<file path="src/rtl/rggen_rtl_pkg.sv">
// Shared rggen types: bus direction/status encodings, the bus arbiter FSM
// states and the arbiter index-width helper.
package rggen_rtl_pkg;

  typedef enum logic {
    RGGEN_READ  = 1'b0,
    RGGEN_WRITE = 1'b1
  } rggen_direction;

  typedef enum logic [1:0] {
    RGGEN_OKAY         = 2'b00,
    RGGEN_EXOKAY       = 2'b01,
    RGGEN_SLAVE_ERROR  = 2'b10,
    RGGEN_DECODE_ERROR = 2'b11
  } rggen_status;

  typedef enum logic {
    RGGEN_ARB_IDLE,
    RGGEN_ARB_BUSY
  } rggen_arbiter_state;

  // Width of a requester index; a single requester still gets one bit.
  function automatic int rggen_arb_index_width(input int n);
    return (n > 1) ? $clog2(n) : 1;
  endfunction

endpackage

</file>
<file path="src/rtl/rggen_round_robin_arbiter.sv">
// Combinational round-robin picker: first set request scanning from i_ptr
// upward with wrap. The pointer itself is owned by the parent.
module rggen_round_robin_arbiter
  import rggen_rtl_pkg::*;
#(
  parameter int N = 2
)(
  input  logic [N-1:0]                        i_request,
  input  logic [rggen_arb_index_width(N)-1:0] i_ptr,
  output logic [N-1:0]                        o_grant,
  output logic [rggen_arb_index_width(N)-1:0] o_index,
  output logic                                o_valid
);

  localparam int IW = rggen_arb_index_width(N);

  logic          w_found_hi;
  logic          w_found_lo;
  logic [IW-1:0] w_index_hi;
  logic [IW-1:0] w_index_lo;

  // Two scans replace the modulo walk: lowest request at/above the pointer,
  // else lowest request overall (which is the first one after wrapping).
  always_comb begin
    w_found_hi = 1'b0;
    w_found_lo = 1'b0;
    w_index_hi = '0;
    w_index_lo = '0;
    for (int unsigned j = 0; j < N; j++) begin
      if (!w_found_hi && i_request[j] && (j >= 32'(i_ptr))) begin
        w_found_hi = 1'b1;
        w_index_hi = IW'(j);
      end
      if (!w_found_lo && i_request[j]) begin
        w_found_lo = 1'b1;
        w_index_lo = IW'(j);
      end
    end
  end

  // Winner index and its one-hot grant.
  always_comb begin
    o_valid = w_found_lo;
    o_index = w_found_hi ? w_index_hi : w_index_lo;
    o_grant = '0;
    for (int unsigned j = 0; j < N; j++) begin
      o_grant[j] = w_found_lo && (o_index == IW'(j));
    end
  end

endmodule

</file>
<file path="src/rtl/rggen_bus_arbiter.sv">
// Round-robin arbiter sharing one downstream rggen bus between N requesters.
// A grant is held for the whole transaction until downstream done.
// Optional watchdog: define RGGEN_BUS_ARBITER_TIMEOUT_EN to force a
// SLAVE_ERROR completion after TIMEOUT_CYCLES busy cycles.
module rggen_bus_arbiter
  import rggen_rtl_pkg::*;
#(
  parameter int N              = 2,
  parameter int ADDRESS_WIDTH  = 16,
  parameter int DATA_WIDTH     = 32,
  parameter int TIMEOUT_CYCLES = 256
)(
  input  logic                         clk,
  input  logic                         rst_n,
  input  logic [N-1:0]                 i_request,
  input  logic [N*ADDRESS_WIDTH-1:0]   i_address,
  input  logic [N-1:0]                 i_direction,
  input  logic [N*DATA_WIDTH-1:0]      i_write_data,
  input  logic [N*DATA_WIDTH/8-1:0]    i_write_strobe,
  output logic [N-1:0]                 o_done,
  output logic [DATA_WIDTH-1:0]        o_read_data,
  output logic [1:0]                   o_status,
  output logic [N-1:0]                 o_grant,
  output logic                         o_bus_request,
  output logic [ADDRESS_WIDTH-1:0]     o_bus_address,
  output logic                         o_bus_direction,
  output logic [DATA_WIDTH-1:0]        o_bus_write_data,
  output logic [DATA_WIDTH/8-1:0]      o_bus_write_strobe,
  input  logic                         i_bus_done,
  input  logic [DATA_WIDTH-1:0]        i_bus_read_data,
  input  logic [1:0]                   i_bus_status
);

  localparam int IW = rggen_arb_index_width(N);
  localparam int SW = DATA_WIDTH / 8;

  rggen_arbiter_state       r_state;
  rggen_arbiter_state       w_next_state;
  logic [IW-1:0]            r_ptr;
  logic [N-1:0]             r_grant;
  logic                     r_bus_request;
  logic [ADDRESS_WIDTH-1:0] r_bus_address;
  logic                     r_bus_direction;
  logic [DATA_WIDTH-1:0]    r_bus_write_data;
  logic [SW-1:0]            r_bus_write_strobe;

  logic [N-1:0]             w_rr_grant;
  logic [IW-1:0]            w_rr_index;
  logic                     w_rr_valid;
  logic [IW-1:0]            w_next_ptr;
  logic                     w_start;
  logic                     w_complete;
  logic                     w_timeout;

  logic [ADDRESS_WIDTH-1:0] w_sel_address;
  logic                     w_sel_direction;
  logic [DATA_WIDTH-1:0]    w_sel_write_data;
  logic [SW-1:0]            w_sel_write_strobe;

  rggen_round_robin_arbiter #(
    .N (N)
  ) u_rr (
    .i_request (i_request),
    .i_ptr     (r_ptr),
    .o_grant   (w_rr_grant),
    .o_index   (w_rr_index),
    .o_valid   (w_rr_valid)
  );

  assign w_start    = (r_state == RGGEN_ARB_IDLE) && w_rr_valid;
  assign w_complete = (r_state == RGGEN_ARB_BUSY) && (i_bus_done || w_timeout);
  assign w_next_ptr = (w_rr_index == IW'(N - 1)) ? '0 : w_rr_index + IW'(1);

`ifdef RGGEN_BUS_ARBITER_TIMEOUT_EN
  localparam int TW = $clog2(TIMEOUT_CYCLES + 1);

  logic [TW-1:0] r_timer;

  // Busy-cycle counter; held at zero while idle so it starts at 0 on entry.
  always_ff @(posedge clk or negedge rst_n) begin
    if (!rst_n) begin
      r_timer <= '0;
    end else if (r_state == RGGEN_ARB_BUSY) begin
      r_timer <= r_timer + TW'(1);
    end else begin
      r_timer <= '0;
    end
  end

  assign w_timeout = (r_state == RGGEN_ARB_BUSY) && (r_timer == TW'(TIMEOUT_CYCLES));
`else
  logic w_unused_timeout;

  assign w_timeout        = 1'b0;
  assign w_unused_timeout = (TIMEOUT_CYCLES > 0);
`endif

  // And-or mux of the winning requester's transaction fields.
  always_comb begin
    w_sel_address      = '0;
    w_sel_direction    = 1'b0;
    w_sel_write_data   = '0;
    w_sel_write_strobe = '0;
    for (int unsigned k = 0; k < N; k++) begin
      if (w_rr_grant[k]) begin
        w_sel_address      = w_sel_address      | i_address[k*ADDRESS_WIDTH +: ADDRESS_WIDTH];
        w_sel_direction    = w_sel_direction    | i_direction[k];
        w_sel_write_data   = w_sel_write_data   | i_write_data[k*DATA_WIDTH +: DATA_WIDTH];
        w_sel_write_strobe = w_sel_write_strobe | i_write_strobe[k*SW +: SW];
      end
    end
  end

  // FSM state register.
  always_ff @(posedge clk or negedge rst_n) begin
    if (!rst_n) begin
      r_state <= RGGEN_ARB_IDLE;
    end else begin
      r_state <= w_next_state;
    end
  end

  // Next-state logic: idle until a request, busy until done (or watchdog).
  always_comb begin
    w_next_state = r_state;
    case (r_state)
      RGGEN_ARB_IDLE: if (w_rr_valid)               w_next_state = RGGEN_ARB_BUSY;
      RGGEN_ARB_BUSY: if (i_bus_done || w_timeout)  w_next_state = RGGEN_ARB_IDLE;
      default:                                      w_next_state = RGGEN_ARB_IDLE;
    endcase
  end

  // Latch the winner's transaction on grant; clear everything on completion.
  always_ff @(posedge clk or negedge rst_n) begin
    if (!rst_n) begin
      r_ptr              <= '0;
      r_grant            <= '0;
      r_bus_request      <= 1'b0;
      r_bus_address      <= '0;
      r_bus_direction    <= RGGEN_READ;
      r_bus_write_data   <= '0;
      r_bus_write_strobe <= '0;
    end else if (w_start) begin
      r_ptr              <= w_next_ptr;
      r_grant            <= w_rr_grant;
      r_bus_request      <= 1'b1;
      r_bus_address      <= w_sel_address;
      r_bus_direction    <= w_sel_direction;
      r_bus_write_data   <= w_sel_write_data;
      r_bus_write_strobe <= w_sel_write_strobe;
    end else if (w_complete) begin
      r_grant            <= '0;
      r_bus_request      <= 1'b0;
      r_bus_address      <= '0;
      r_bus_direction    <= RGGEN_READ;
      r_bus_write_data   <= '0;
      r_bus_write_strobe <= '0;
    end
  end

  // Completion response to the owner; a real done beats a watchdog expiry.
  always_comb begin
    o_done      = '0;
    o_read_data = '0;
    o_status    = RGGEN_OKAY;
    if (w_complete) begin
      o_done = r_grant;
      if (i_bus_done) begin
        o_read_data = i_bus_read_data;
        o_status    = i_bus_status;
      end else begin
        o_status    = RGGEN_SLAVE_ERROR;
      end
    end
  end

  assign o_grant            = r_grant;
  assign o_bus_request      = r_bus_request;
  assign o_bus_address      = r_bus_address;
  assign o_bus_direction    = r_bus_direction;
  assign o_bus_write_data   = r_bus_write_data;
  assign o_bus_write_strobe = r_bus_write_strobe;

endmodule

</file>
<file path="config.mk">
export PLATFORM = sky130hd
export DESIGN_NAME = rggen_bus_arbiter
export DESIGN_NICKNAME = d
export VERILOG_FILES = /design/src/rtl/rggen_rtl_pkg.sv /design/src/rtl/rggen_round_robin_arbiter.sv /design/src/rtl/rggen_bus_arbiter.sv
export SDC_FILE = /design/constraint.sdc
export NUM_CORES = 1
export LEC_CHECK = 0
export ABC_AREA = 1
export CORE_MARGIN = 5
export CORE_UTILIZATION = 35
export CTS_CLUSTER_SIZE = 28
export DETAILED_ROUTE_END_ITERATION = 12
export GPL_ROUTABILITY_DRIVEN = 0
export GPL_TIMING_DRIVEN = 0
export PLACE_DENSITY = 0.89
export SYNTH_ARGS = -nofsm -noshare
export SYNTH_HDL_FRONTEND = slang
export SYNTH_SLANG_ARGS = --single-unit
</file>
<file path="constraint.sdc">
create_clock -name clk -period 1.8 [get_ports clk]
set_clock_uncertainty 0.05 [all_clocks]
set_input_delay 0.36 -clock clk [delete_from_list [all_inputs] [get_ports clk]]
set_output_delay 0.36 -clock clk [all_outputs]
set_load 0.01 [all_outputs]
</file>
**Yosys cells after proc, flatten, opt, wreduce, memory -nomap -nowiden**

Cells that the tools add are included.

- Add/sub/neg operators: 1
- $lt $le $gt $ge: 1
- Muxes and demuxes: 35
- Bitwise logic cells: 6
- Reduce and logical (&&, ||, !) cells: 10

Operators with widths:

| kind | number |
|---|---|
| $mux W32 | 6 |
| $mux W16 | 4 |
| $or A32 B32 Y32 | 1 |
| $mux W4 | 4 |
| $or A16 B16 Y16 | 1 |
| $mux W1 | 15 |
| $mux W2 | 5 |
| $logic_and A1 B1 Y1 | 7 |
| $or A4 B4 Y4 | 1 |
| $logic_not A1 Y1 | 2 |
| $not A1 Y1 | 2 |
| $pmux W1 S2 | 1 |
| $reduce_bool A2 Y1 | 1 |
| $add A1 B1 Y1 const B | 1 |
| $ge A1 B1 Y1 const A | 1 |
| $or A1 B1 Y1 | 1 |

- Register bits: 58
- Bits of input ports: 145
- Output and inout port bits: 92
- Logic and storage cells: 61

**Longest topological paths before layout**

- Depth in word-level cells: 13
- Depth in mapped cells: 8
- Mapped depth without buffers: 6

**Cells and area by module**

A second synthesis with hierarchy kept.

- Cell total of the unflattened synthesis: 504
- Area, all modules: 3293.2 µm²

By module, submodules not included:

| module | times used | cells an instance | area an instance (µm²) | seq. area each (µm²) |
|---|---|---|---|---|
| rggen_bus_arbiter | 1 | 497 | 3263.1 | 1451.4 |
| rggen_round_robin_arbiter | 1 | 7 | 30.0 | 0.0 |

**Worst setup path before layout**

OpenSTA, ideal clock, no wires.

- Path kind: reg2out
- Start: reg r_state
- End: out o_read_data[10]
- Data arrival time: 0.995 ns
- Required time: 1.390 ns
- Slack: 0.395 ns
- Cell stages (with the launch flop): 4
- Buffers on the path: 1
- Path through: dfrtp_1 nand2_2 clkbuf_1 nor2_1

- Longest elaborated chain between the ends: 2

RTL lines:

| element | line | text |
|---|---|---|
| from (decl) | rggen_bus_arbiter.sv:37 | `rggen_arbiter_state r_state;` |
| from (signal assigned) | rggen_bus_arbiter.sv:119 | `r_state <= w_next_state;` |
| $logic_and A1 B1 Y1 | rggen_bus_arbiter.sv:71 | `assign w_complete = (r_state == RGGEN_ARB_BUSY) && (i_bus_done \|\| w_timeout);` |
| $mux W32 | rggen_bus_arbiter.sv:166 | `if (w_complete) begin` |
| to (decl) | rggen_bus_arbiter.sv:21 | `output logic [DATA_WIDTH-1:0] o_read_data,` |

No other way between the ends.

**Worst setup path in the final report**

- Start: reg r_state
- End: out o_read_data[16]

Same word-level chain as after synthesis.

==> results.toml <==
[outcome]
outcome = "completed"

[sta]
post-route-period-util = 0.982
hold_violations = 0
worst-slew-pin-transition_ps = 707
finalCriticalPeriod_ps = 1770
slew_headroom = 0.529
fmax_ghz = 0.566
final_max_slew_viol_count = 0
finalSetupViolations = 0
rsz0062_at_grt = "yes"

[global_routing]
busiest_layer = "met2"
grt-ovfl-total = 0
first_global_vias = 4128
use_met3 = 0.0807
met2_usage = 0.411
grt_max_degree = 32
grt_pass1_wl_um = 20200
met1_usage = 0.239
antenna_found_initial = 0
track_usage = 0.225

[yosys]
syn_area_um2 = 3280
syn_nets = 632
synth.distinct_cells = 19
synth_seq_cells = 58
netlist.area_leader.share = 0.442
syn_inst = 487
yosysTopAreaCell = "dfrtp_1"
synth_area_leaders = "dfrtp_1 (44%), nand2_1 (26%), nand3_1 (11%), inv_1 (4.6%), nor2_1 (4.2%)"
ys_warn_count = 0
synth.yosys.seq_area_share = 0.442
syn_avg_cell_area_um2 = 6.74

[cts]
clk_pin_slew_worst_paths_ps = 70
ctsHoldBuffers = 0
cts_buffers = 9
clock_latency_ps = 330
cts.path.max_buffers = 2
h-tree-depth = 3
cts_tree = "yes"
clock-sinks = 58
cts_root_buf = "clkbuf_8"

[pwr]
peakVddDrop_mv = 0.420
p_int_mw = 3.19
p_sw_frac = 0.310
p_comb_frac = 0.373
power.density_nw_per_um2 = 776
switchingPower_mw = 1.43
seqPwrFrac = 0.353
p_clk_frac = 0.274
p_leak_nw = 3.15
totalPowerFinal_mw = 4.62

[finish]
synthToLayoutAreaGrowth_pct = 81.4
fin_cells = 853
final_util = 0.647
nFillCells = 779
final_area_um2 = 5950
nNetsFinal = 883
diodes = 0
most-common-layout-cells = "nand2_1 (229), clkdlybuf4s50_1 (197), nand3_1 (71), dfrtp_1 (57), inv_1 (40)"
final_common_cell = "nand2_1"
layout-drive-gt1-share = 0.115

[floorplanning]
io_pins = 237
rows = 35
initial_core_util = 0.357
dieWidth_um = 107
dieHeight_um = 107
coreArea_um2 = 9200
dieArea_um2 = 11400

[routing]
vias = 3991
drtAntennaViolNets = 0
routed_wirelength_um = 13000
wl_per_cell_um = 15.2
drt_first_pass_iters = 4
viasPerCell = 4.68
drt-initial-drc-count = 174
drc = 0

[critical_path]
worstPathMaxFanout = 10
end_kind = "output pin"
r2r_cells = 9
reg2reg_from = "r_state"
worstSetupStartpointType = "flop"
worstSetupPathType = "reg -> out"
cp.required_ps = 1390
cp.arrival_ps = 1360
reg2reg_slack_ps = 230
r2r_end = "o_bus_write_data[17]"

[placed_design]
place_inst = 834
dp_hpwl_um = 10300
placed_area_um2 = 5790
port-buffer-count = 235

[job]
cap_violations = 0

[hold_path]
hold_path_class = "in -> async"
## state kept, by name, summed over array words and instances (netlist names)
signal	count
o_bus_address	16
o_bus_write_data	32
o_bus_write_strobe	4
r_state	1
o_grant	2
o_bus_direction	1
r_ptr	1
o_bus_request	1
## per-layer routing
layer	vias to the layer above	wire (µm)
li1	1978	-
met1	1808	4770
met2	190	6630
met3	15	1360
met4	0	219
met5	-	0
## worst max-delay path, cell delays in order (launching register included)
cell	delay (ps)
dfrtp_2	430
nand2_4	110
clkbuf_8	170
nor2_1	40
dlygate4sd2_1	280
## power by group through the flow
stage | sequential (mW) | combinational [mW] | clock (mW)
floorplan | 1.73 | 0.603 | 0
global placement | 1.64 | 1.71 | 0
detailed placement | 1.65 | 1.74 | 0
CTS | 1.63 | 1.76 | 1.30
global route | 1.65 | 1.88 | 1.36
finish | 1.63 | 1.72 | 1.27
## cell usage after synthesis
cell type / number
nor2_1: 37
buf_2: 7
nand2_2: 12
a21oi_1: 2
clkbuf_1: 13
buf_1: 1
dfrtp_1: 58
inv_1: 40
buf_6: 3
nand2_4: 1
nor2_4: 1
o22ai_1: 1
nand2_1: 229
inv_2: 2
o21ai_0: 2
buf_12: 1
o21ai_4: 1
buf_4: 5
nand3_1: 71
## stage by stage
stage          hold WS (ps)  setup slack, ps  setup TNS [ps]
6_report               29.3             32.1               0
5_1_grt                77.0            -34.6            -312
4_1_cts                29.5            0.518               0
3_5_place_dp            399             -723          -35620
3_3_place_gp            411            -1530         -121740
2_1_floorplan          14.4              395               0
## logic make-up (layout without fill, tap and decap cells)
kind of cell           after synthesis  after routing  synth area share
AOI/OAI and AO/OA                    6              6            0.0130
buffers and inverters               72            327             0.103
DFF                                 58             58             0.442
and+or+nand+nor                    351            351             0.442
## final cells by class
type	instances	area, µm²	share of cell area
Inverter	42	158	0.0265
Buffer	30	224	0.0376
Clock inverter	5	80.1	0.0135
Multi-Input combinational cell	357	1500	0.252
Clock buffer	10	128	0.0214
Timing Repair Buffer	240	2270	0.382
Sequential cell	58	1450	0.244
Tap cell	111	139	0.0233
## repair_timing
action                                  4_1_cts  5_1_grt
resized for setup                            77       31
endpoints found under the setup margin       36       65
buffers inserted                              4        0
pin swaps                                     1        0
## worst max path at each step
stage,startpoint,to,slack [ps],depth (start not counted)
floorplan,r_state,o_read_data[10],400,3
global placement,rst_n,o_bus_address[4],-1530,1
detailed placement,i_bus_done,o_read_data[8],-720,5
CTS,r_state,o_done[1],0.5,4
global route,r_state,o_read_data[12],-30,4
finish,r_state,o_read_data[16],30,4
Power figures use the tool's default switching activity.
